**src/rtl/color_freq_classifier.sv**
```systemverilog
`timescale 1ns/1ps
// ---------------------------------------------------------------------------
// color_freq_classifier
//
// Front end for a TCS3200-class colour sensor. The block steps the sensor
// filter through red, blue, green and clear. For each filter it waits a
// settling window, then counts rising edges of the sensor square wave over a
// fixed gate window. After all four channels are measured, it reports the
// dominant colour among red, green and blue.
//
// Ports
//   clk            system clock; the only clock used by the block
//   rst_n          synchronous, active-low reset
//   enable         block enable; when low, the FSM returns to IDLE
//   start          single-cycle sweep request (used only when CONTINUOUS = 0)
//   sensor_freq    asynchronous sensor output
//   scale          sensor S0/S1, fixed at SCALE_SEL
//   filter         sensor S2/S3: 00 red, 01 blue, 11 green, 10 clear
//   color          one-hot result: 001 red, 010 blue, 100 green, 000 none
//   *_count        channel counts from the last completed sweep
//   result_valid   one-cycle pulse when color and the counts update
//   busy           high whenever the FSM is not in IDLE
// ---------------------------------------------------------------------------
module color_freq_classifier #(
  parameter int unsigned GATE_CYCLES   = 100000,
  parameter int unsigned SETTLE_CYCLES = 1000,
  parameter int unsigned CNT_W         = 16,
  parameter logic [1:0]  SCALE_SEL     = 2'b01,
  parameter int unsigned MIN_COUNT     = 8,
  parameter int unsigned MARGIN_SHIFT  = 3,
  parameter bit          CONTINUOUS    = 1'b1
) (
  input  logic             clk,
  input  logic             rst_n,
  input  logic             enable,
  input  logic             start,
  input  logic             sensor_freq,
  output logic [1:0]       scale,
  output logic [1:0]       filter,
  output logic [2:0]       color,
  output logic [CNT_W-1:0] red_count,
  output logic [CNT_W-1:0] green_count,
  output logic [CNT_W-1:0] blue_count,
  output logic [CNT_W-1:0] clear_count,
  output logic             result_valid,
  output logic             busy
);

  // The window counter is shared by SETTLE and GATE, so it is sized for the
  // longer of the two windows.
  localparam int unsigned CYC_MAX = (GATE_CYCLES > SETTLE_CYCLES) ? GATE_CYCLES : SETTLE_CYCLES;
  localparam int unsigned CYC_W   = (CYC_MAX > 1) ? $clog2(CYC_MAX) : 1;
  localparam logic [CYC_W-1:0] SETTLE_LAST = CYC_W'(SETTLE_CYCLES - 1);
  localparam logic [CYC_W-1:0] GATE_LAST   = CYC_W'(GATE_CYCLES - 1);

  // Classification is done with one extra bit, so that S + (S >> MARGIN_SHIFT)
  // cannot wrap around.
  localparam int unsigned EW = CNT_W + 1;

  localparam logic [2:0] ST_IDLE     = 3'd0;
  localparam logic [2:0] ST_SETTLE   = 3'd1;
  localparam logic [2:0] ST_GATE     = 3'd2;
  localparam logic [2:0] ST_NEXT     = 3'd3;
  localparam logic [2:0] ST_CLASSIFY = 3'd4;

  localparam logic [1:0] F_RED   = 2'b00;
  localparam logic [1:0] F_BLUE  = 2'b01;
  localparam logic [1:0] F_GREEN = 2'b11;
  localparam logic [1:0] F_CLEAR = 2'b10;

  logic [2:0]       state_q, state_d;
  logic [CYC_W-1:0] cnt_q, cnt_d;
  logic [1:0]       filter_q, filter_d;
  logic [2:0]       sync_q, sync_d;
  logic [CNT_W-1:0] tmp_q, tmp_d;
  logic [CNT_W-1:0] red_sh_q, red_sh_d, blue_sh_q, blue_sh_d;
  logic [CNT_W-1:0] green_sh_q, green_sh_d, clear_sh_q, clear_sh_d;
  logic [CNT_W-1:0] red_q, red_d, blue_q, blue_d;
  logic [CNT_W-1:0] green_q, green_d, clear_q, clear_d;
  logic [2:0]       color_q, color_d;
  logic             valid_q, valid_d;

  logic             rise;
  logic [EW-1:0]    r_x, g_x, b_x;
  logic [2:0]       color_new;

  // sync_q[0] and sync_q[1] form the metastability synchroniser. sync_q[2]
  // delays the signal by one more cycle, which is used for edge detection.
  assign rise = sync_q[1] & ~sync_q[2];

  // The candidate w wins only if it is strictly larger than both rivals
  // (so a tie for the maximum gives no winner), reaches the floor, and
  // clears the runner-up by the margin.
  function automatic logic is_winner(input logic [EW-1:0] w,
                                     input logic [EW-1:0] a,
                                     input logic [EW-1:0] b);
    logic [EW-1:0] s;
    s = (a > b) ? a : b;
    return (w > a) && (w > b) && (w >= EW'(MIN_COUNT)) &&
           (w >= s + (s >> MARGIN_SHIFT));
  endfunction

  assign r_x = {1'b0, red_sh_q};
  assign g_x = {1'b0, green_sh_q};
  assign b_x = {1'b0, blue_sh_q};
  assign color_new = {is_winner(g_x, r_x, b_x),
                      is_winner(b_x, r_x, g_x),
                      is_winner(r_x, g_x, b_x)};

  always_comb begin
    // NOTE: every *_d is first given a default from its register. Without
    // this, any path through the case statement that skips an assignment
    // would create a latch.
    state_d    = state_q;
    cnt_d      = cnt_q;
    filter_d   = filter_q;
    sync_d     = {sync_q[1:0], sensor_freq};
    tmp_d      = tmp_q;
    red_sh_d   = red_sh_q;
    blue_sh_d  = blue_sh_q;
    green_sh_d = green_sh_q;
    clear_sh_d = clear_sh_q;
    red_d      = red_q;
    blue_d     = blue_q;
    green_d    = green_q;
    clear_d    = clear_q;
    color_d    = color_q;
    valid_d    = 1'b0;

    if (!enable) begin
      // Abort: the partial sweep is dropped. The published results are left
      // untouched, and the shadows are rewritten before their next use.
      state_d = ST_IDLE;
      cnt_d   = '0;
    end else begin
      case (state_q)
        ST_IDLE: begin
          if (CONTINUOUS || start) begin
            state_d  = ST_SETTLE;
            cnt_d    = '0;
            filter_d = F_RED;
          end
        end

        ST_SETTLE: begin
          tmp_d = '0;
          if (cnt_q == SETTLE_LAST) begin
            state_d = ST_GATE;
            cnt_d   = '0;
          end else begin
            cnt_d = cnt_q + CYC_W'(1);
          end
        end

        ST_GATE: begin
          if (rise && (tmp_q != '1)) begin
            tmp_d = tmp_q + CNT_W'(1);
          end
          if (cnt_q == GATE_LAST) begin
            state_d = ST_NEXT;
            cnt_d   = '0;
          end else begin
            cnt_d = cnt_q + CYC_W'(1);
          end
        end

        ST_NEXT: begin
          cnt_d   = '0;
          state_d = ST_SETTLE;
          case (filter_q)
            F_RED: begin
              red_sh_d = tmp_q;
              filter_d = F_BLUE;
            end
            F_BLUE: begin
              blue_sh_d = tmp_q;
              filter_d  = F_GREEN;
            end
            F_GREEN: begin
              green_sh_d = tmp_q;
              filter_d   = F_CLEAR;
            end
            F_CLEAR: begin
              clear_sh_d = tmp_q;
              state_d    = ST_CLASSIFY;
            end
          endcase
        end

        ST_CLASSIFY: begin
          red_d   = red_sh_q;
          blue_d  = blue_sh_q;
          green_d = green_sh_q;
          clear_d = clear_sh_q;
          color_d = color_new;
          valid_d = 1'b1;
          if (CONTINUOUS) begin
            state_d  = ST_SETTLE;
            cnt_d    = '0;
            filter_d = F_RED;
          end else begin
            state_d = ST_IDLE;
          end
        end

        default: begin
          state_d = ST_IDLE;
          cnt_d   = '0;
        end
      endcase
    end
  end

  // NOTE: this block uses only non-blocking assignments. All registers then
  // update from the values they had before the edge, whatever order the
  // statements are written in.
  always_ff @(posedge clk) begin
    if (!rst_n) begin
      state_q    <= ST_IDLE;
      cnt_q      <= '0;
      filter_q   <= F_RED;
      sync_q     <= '0;
      tmp_q      <= '0;
      // NOTE: the four shadow registers are few and cheap, so they are reset
      // along with everything else. No pre-reset value can then ever be seen.
      red_sh_q   <= '0;
      blue_sh_q  <= '0;
      green_sh_q <= '0;
      clear_sh_q <= '0;
      red_q      <= '0;
      blue_q     <= '0;
      green_q    <= '0;
      clear_q    <= '0;
      color_q    <= '0;
      valid_q    <= 1'b0;
    end else begin
      state_q    <= state_d;
      cnt_q      <= cnt_d;
      filter_q   <= filter_d;
      sync_q     <= sync_d;
      tmp_q      <= tmp_d;
      red_sh_q   <= red_sh_d;
      blue_sh_q  <= blue_sh_d;
      green_sh_q <= green_sh_d;
      clear_sh_q <= clear_sh_d;
      red_q      <= red_d;
      blue_q     <= blue_d;
      green_q    <= green_d;
      clear_q    <= clear_d;
      color_q    <= color_d;
      valid_q    <= valid_d;
    end
  end

  assign scale        = SCALE_SEL;
  assign filter       = filter_q;
  assign color        = color_q;
  assign red_count    = red_q;
  assign green_count  = green_q;
  assign blue_count   = blue_q;
  assign clear_count  = clear_q;
  assign result_valid = valid_q;
  assign busy         = (state_q != ST_IDLE);

endmodule

```
**config.mk**
```make
export PLATFORM = sky130hd
export DESIGN_NAME = color_freq_classifier
export DESIGN_NICKNAME = d
export VERILOG_FILES = /design/src/rtl/color_freq_classifier.sv
export SDC_FILE = /design/constraint.sdc
export NUM_CORES = 1
export LEC_CHECK = 0
export BUFFER_PORTS_ARGS = -buffer_cell sky130_fd_sc_hd__buf_2
export CAP_MARGIN = 20
export CORE_ASPECT_RATIO = 0.7
export CORE_UTILIZATION = 30
export CTS_CLUSTER_DIAMETER = 30
export DETAILED_ROUTE_END_ITERATION = 8
export GPL_ROUTABILITY_DRIVEN = 0
export PLACE_DENSITY_LB_ADDON = 0.25
export SLEW_MARGIN = 0
export SYNTH_ARGS = -nofsm -noshare
export SYNTH_HDL_FRONTEND = slang
export SYNTH_SLANG_ARGS = --single-unit
```
**constraint.sdc**
```tcl
create_clock -name clk -period 5.4 [get_ports clk]
set_input_delay 0.54 -clock clk [delete_from_list [all_inputs] [get_ports clk]]
set_output_delay 0.54 -clock clk [all_outputs]
set_load 0.01 [all_outputs]
```
==> results of run 1 <==
==> cell families after synthesis <==
family          synth area share [%]
xor+xnor                        5.49
flops                           29.8
simple gates                    22.7
buf+inv                         4.39
fa+ha+maj                       15.2
mux                             2.29
compound gates                  20.1
other cells                   0.0645
==> cells in the mapped netlist, types with 10 or more instances <==
cell type / instances / share of area [%]
nand2_1: 323 / 10
dfxtp_1: 173 / 30
ha_1: 137 / 15
a21boi_0: 109 / 7.0
o21ai_0: 87 / 3.7
a21oi_1: 63 / 2.7
nor2_1: 60 / 1.9
clkbuf_1: 59 / 1.9
inv_1: 50 / 1.6
xnor2_1: 45 / 3.4
nand3_1: 40 / 1.7
xor2_1: 28 / 2.1
nor2b_1: 27 / 1.5
mux2i_1: 24 / 2.1
nor3_1: 24 / 1.0
a21o_1: 22 / 1.4
nand4_1: 22 / 1.2
nor4_1: 17 / 0.91
nand2b_1: 13 / 0.70
or3_1: 13 / 0.70
buf_2: 12 / 0.52
and2_1: 10 / 0.54
and3_1: 10 / 0.54
==> power breakdown <==
part | internal [mW] | leakage [nW] | total [mW] | switching, mW
logic | 0.0197 | 4.48 | 0.0480 | 0.0283
clock network | 0.614 | 0.282 | 1.22 | 0.610
registers | 1.27 | 1.40 | 1.28 | 0.00385
total | 1.91 | 6.16 | 2.55 | 0.642
==> per-layer routing <==
metal	global-route usage, %	wire length [µm]	part of all wire (%)
met5	0	0	0
met4	5.55	846	2.1
met3	4.13	2920	7.3
met2	27.7	15600	39
met1	30.8	20500	51
==> worst max-delay path by stage <==
stage / cells after the start / to
2_1_floorplan: 27 / color[0]
3_3_place_gp: 26 / color[0]
3_5_place_dp: 26 / color[0]
4_1_cts: 25 / color[2]
5_1_grt: 28 / color[0]
6_report: 28 / color[0]
==> final cells by class <==
class | instances | area share (%)
clock inverters | 15 | 1.02
flip-flops and latches | 173 | 23.5
repair buffers | 262 | 12.5
well taps | 488 | 4.10
multi-input cells | 1176 | 54.7
inverters | 50 | 1.29
clock buffers | 17 | 2.86
==> through the flow <==
stage	cells	hold WS [ns]	total power [mW]	util [%]	setup slack [ns]
2_1_floorplan	1476	0.412	1.35	-	0.0171
3_3_place_gp	2127	0.428	1.36	36.1	-0.189
3_5_place_dp	2128	0.425	1.36	36.2	-0.249
4_1_cts	2164	0.273	2.59	38.1	0.00140
5_1_grt	2181	0.295	2.65	39.6	-0.0614
6_report	2181	0.300	2.55	39.6	0.201
==> what timing repair did <==
item	4_1_cts	5_1_grt
pin swaps	13	45
gates cloned	1	1
buffers inserted	3	16
setup endpoints to repair	3	3
gates resized for setup	36	122
hold buffers	0	0
==> qor.csv, run 1 <==
metric;value;unit
synth_area;0.0116;mm²
hold_path.class;input pin to register;
fmaxAchievable;192;MHz
start_kind;register;
grt_max_degree;90;
max_stage_delay;0.43;ns
reg2reg_slack;0.20;ns
fin_crit;5.20;ns
worstHoldEndpoint;sync_q[0];
slew-limit-headroom;35.3;%
p_per_area;171;mW/mm²
numPortBuffers;74;
post-dp-hpwl;29.9;mm
htree_levels;4;
grt_pass1_vias;10400;
syn_inst;1476;
drcViolationCount;0;
drv_slew;0;
numCtsBuffers;17;
core_area;0.0376;mm²
clkSlewWorstSetupHoldPaths;0.08;ns
synth-main-ff-cell;dfxtp_1;
largest_register_ff_count;17;
path_class;register to register;
ctsRootBufferMaster;clkbuf_16;
start_util;30.9;%
area_delta_synth_final;27.9;%
syn_area_per_cell;7.89;µm²
clock_sinks;173;
pin_count;78;
tritoncts;done;
cp_slowest_cell;fa_2;
finClkSkew;0.0150;ns
final_common_cell;nand2_1;
drv_cap;0;
whs_path_depth;2;
grt_overflow_total;0;
worstPathRequired;5.75;ns
regArea;0.00349;mm²
arrival;5.54;ns
ys_seq_area_share;29.8;%
grt_pass1_wl;61.2;mm
antenna_found_initial;0;
drt_first_pass_iters;5;
outcome;finished clean;
track_usage;20.1;%
synth-edff-count;0;
worst_hold_startpoint;sensor_freq;
wl_per_cell;18.3;µm
rsz0062_at_grt;yes;
regToRegEndpoint;color[0];
ys_seq_elements;173;
tightest_slew;0.971;ns
rows;59;
vias;11200;
die_area;0.0396;mm²
top_register;cnt_q;
startpoint;blue_sh_q[6];
ys_warn_count;0;
async_flop_share;0;%
multi_input_area;0.00815;mm²
worstPathMaxFanout;7;
path_buf_inv;3;
clock_latency;0.46;ns
vias_per_cell;5.14;
design_area;0.0149;mm²
synth_fp_nets;1621;
critical_path.endpoint_type;register;
cp_top_family;compound AO/OA/AOI/OAI gates;
r2r_start;blue_sh_q[6];
hold_viol_final;0;
wl;39.9;mm
num_antenna_cells;0;
die_w;237;µm
chipHeight;167;µm
place_area;0.0136;mm²
worst-r2r-cell-count;28;
setup_viol;0;
fin_crit_sh;96.3;%
ir_worst_vdd;0.219;mV
fillerInstances;3822;
cts_max_path_buffers;2;
drt_iter0_drc;1002;
layout_common_cells;nand2_1, buf_4, dfxtp_1, ha_1, a21boi_0;
drive_gt1_share;24.6;%
final_antenna_net_count;0;
tns;0;ns
final_net_count;1825;
p_leak;6.16;nW
synth_cell_types;63;
(Power assumes the default switching activity.)
==> run 2, diff against run 1 <==
- CORE_UTILIZATION: 30 -> 46
==> run 2 against run 1 <==
Compared with the run above: global-route usage rose by 7.5 points; hold slack improved by 0.0011 ns; via count rose by 1.4%; register-to-register slack got worse by 0.09 ns; fmax fell by 1.6%; cell count fell by 7.9%; sequential share of layout area rose by 0.50 points; combinational power fell by 5.6%; sequential power barely moved; utilization rose by 19 points; clock-buffer cell count rose by 1; critical path type unchanged; largest cell class unchanged; largest power group unchanged.
==> qor.csv, run 2 (synthesis results as in run 1) <==
metric;value;unit;change
drt_iter0_drc;1016;;+1.4%
worst_hold_startpoint;sensor_freq;;
fin_crit;5.28;ns;+0.0858 ns
wl_per_cell;18.2;µm;-0.23%
ctsRootBufferMaster;clkbuf_16;;
num_antenna_cells;0;;unchanged
layout_common_cells;nand2_1, buf_4, dfxtp_1, ha_1, a21boi_0;;
wl;36.6;mm;-8.1%
comb_power_share;1.8;%;about the same
critical_path.endpoint_type;register;;
reg2reg_slack;0.12;ns;-0.09 ns
setup_slack;0.116;ns;-0.0858 ns
setup_viol;0;;unchanged
fmaxAchievable;189;MHz;-1.6%
ir_worst_vdd;0.229;mV;+4.2%
antenna_found_initial;1;;+1
drt_first_pass_iters;5;;unchanged
die_w;192;µm;-19%
clock_latency;0.44;ns;-0.02 ns
core_area;0.0247;mm²;-34%
outcome;finished clean;;
hold_path.class;input pin to register;;
tns;0;ns;unchanged
drv_cap;0;;unchanged
place_area;0.0133;mm²;-2.2%
p_per_area;174;mW/mm²;+1.7%
vias;11400;;+1.4%
ctsHoldBuffers;0;;unchanged
htree_levels;4;;unchanged
largest_register_ff_count;17;;unchanged
grt_pass1_vias;10300;;-1.4%
worstPathRequired;5.72;ns;-0.03 ns
arrival;5.61;ns;+0.07 ns
start_kind;register;;
worstHoldEndpoint;sync_q[0];;
area_delta_synth_final;24.9;%;
vias_per_cell;5.66;;+10%
design_area;0.0145;mm²;-2.4%
drv_slew;0;;unchanged
worst-r2r-cell-count;27;;-3.6%
fin_crit_sh;97.9;%;+1.6 points
p_switching;0.610;mW;-5.1%
grt_overflow_total;0;;unchanged
tritoncts;done;;
finClkSkew;0.0137;ns;-0.00127 ns
numPortBuffers;74;;unchanged
regToRegEndpoint;color[0];;
power.internal;1.92;mW;+0.69%
final_common_cell;nand2_1;;
post-dp-hpwl;27.2;mm;-9.1%
whs_path_depth;2;;unchanged
post-place-ws;-0.192;ns;+0.0574 ns
top_register;cnt_q;;
track_usage;27.6;%;+7.5 points
sequentialPowerShare;50.6;%;+0.5 points
cts_max_path_buffers;2;;unchanged
drcViolationCount;0;;unchanged
drive_gt1_share;22.9;%;-1.8 points
start_util;47.0;%;+16 points
p_sw_share;24.1;%;-1.1 points
pin_count;78;;unchanged
worstPathMaxFanout;4;;-3
clock_sinks;173;;unchanged
fin_total_pwr;2.53;mW;-0.76%
final_util;58.8;%;+19 points
numCtsBuffers;17;;unchanged
grt_pass1_wl;55.4;mm;-9.4%
final_antenna_net_count;0;;unchanged
hold_viol_final;0;;unchanged
rows;48;;-19%
path_class;register to register;;
r2r_start;blue_sh_q[13];;
grt_max_degree;79;;-12%
p_clk_share;47.7;%;-0.3 points
slew-limit-headroom;48.7;%;+13 points
p_leak;6.10;nW;-1.0%
chipHeight;135;µm;-19%
tightest_slew;0.750;ns;-0.222 ns
clkSlewWorstSetupHoldPaths;0.07;ns;about the same
final_net_count;1815;;-0.55%
die_area;0.0260;mm²;-34%
==> run 2: worst max-delay path, cell delays in order, from the launching register on <==
cell,delay (ns)
dfxtp_2,0.32
inv_1,0.05
ha_1,0.30
a21o_1,0.16
a21o_1,0.19
a221oi_2,0.31
o211ai_1,0.20
buf_4,0.18
a21boi_4,0.16
nand2_1,0.10
o21ai_2,0.06
ha_2,0.20
fa_2,0.40
a211oi_4,0.29
o211ai_1,0.14
a21oi_2,0.20
buf_4,0.13
nand2b_1,0.06
a21oi_2,0.14
xor2_1,0.24
ha_1,0.31
and4_1,0.19
a221oi_2,0.20
o21ai_1,0.12
a211oi_2,0.22
a21oi_2,0.09
a31oi_1,0.15
a31oi_1,0.05
==> run 2: power groups by stage <==
stage	Sequential, mW	Clock [mW]	Combinational [mW]
2_1_floorplan	1.31	0	0.0383
3_3_place_gp	1.31	0	0.0440
3_5_place_dp	1.31	0	0.0442
4_1_cts	1.28	1.22	0.0445
5_1_grt	1.28	1.27	0.0500
6_report	1.28	1.21	0.0453
==> run 2: metrics by stage <==
stage	std cells	hold WS, ns
final	2008	0.301
after global routing	2008	0.309
after floorplan	1476	0.412
after global placement	1952	0.420
after CTS	1987	0.295
after detailed placement	1952	0.427
==> run 2: metal layers <==
| metal | GRT usage (%) | part of all wire [%] | up-vias |
|---|---|---|---|
| met3 | 5.28 | 8.3 | 62 |
| met4 | 8.40 | 2.1 | 0 |
| li1 | - | - | 5535 |
| met1 | 39.0 | 45 | 5383 |
| met2 | 42.3 | 44 | 393 |
| met5 | 0 | 0 | - |
==> run 2: cell type report <==
type	instances	area, µm²
Multi-Input combinational cell	1176	8070
Sequential cell	173	3480
Clock buffer	18	439
Tap cell	325	407
Inverter	50	188
Clock inverter	14	143
Timing Repair Buffer	252	1810
Fill cell	2257	10200
==> run 2: worst max-delay path by stage <==
stage	from	to	slack [ns]
5_1_grt	blue_sh_q[14]	color[0]	-0.07
6_report	blue_sh_q[13]	color[0]	0.12
3_5_place_dp	blue_sh_q[13]	color[0]	-0.19
4_1_cts	blue_sh_q[15]	color[0]	-0.0007
3_3_place_gp	blue_sh_q[13]	color[0]	-0.1
2_1_floorplan	blue_sh_q[14]	color[0]	0.02
==> run 2: what timing repair did <==
| item | in CTS | in global routing |
|---|---|---|
| setup endpoints to repair | 3 | 3 |
| setup buffers | 3 | 16 |
| pin swaps | 6 | 50 |
| cloned | 0 | 4 |
| resized for setup | 18 | 114 |
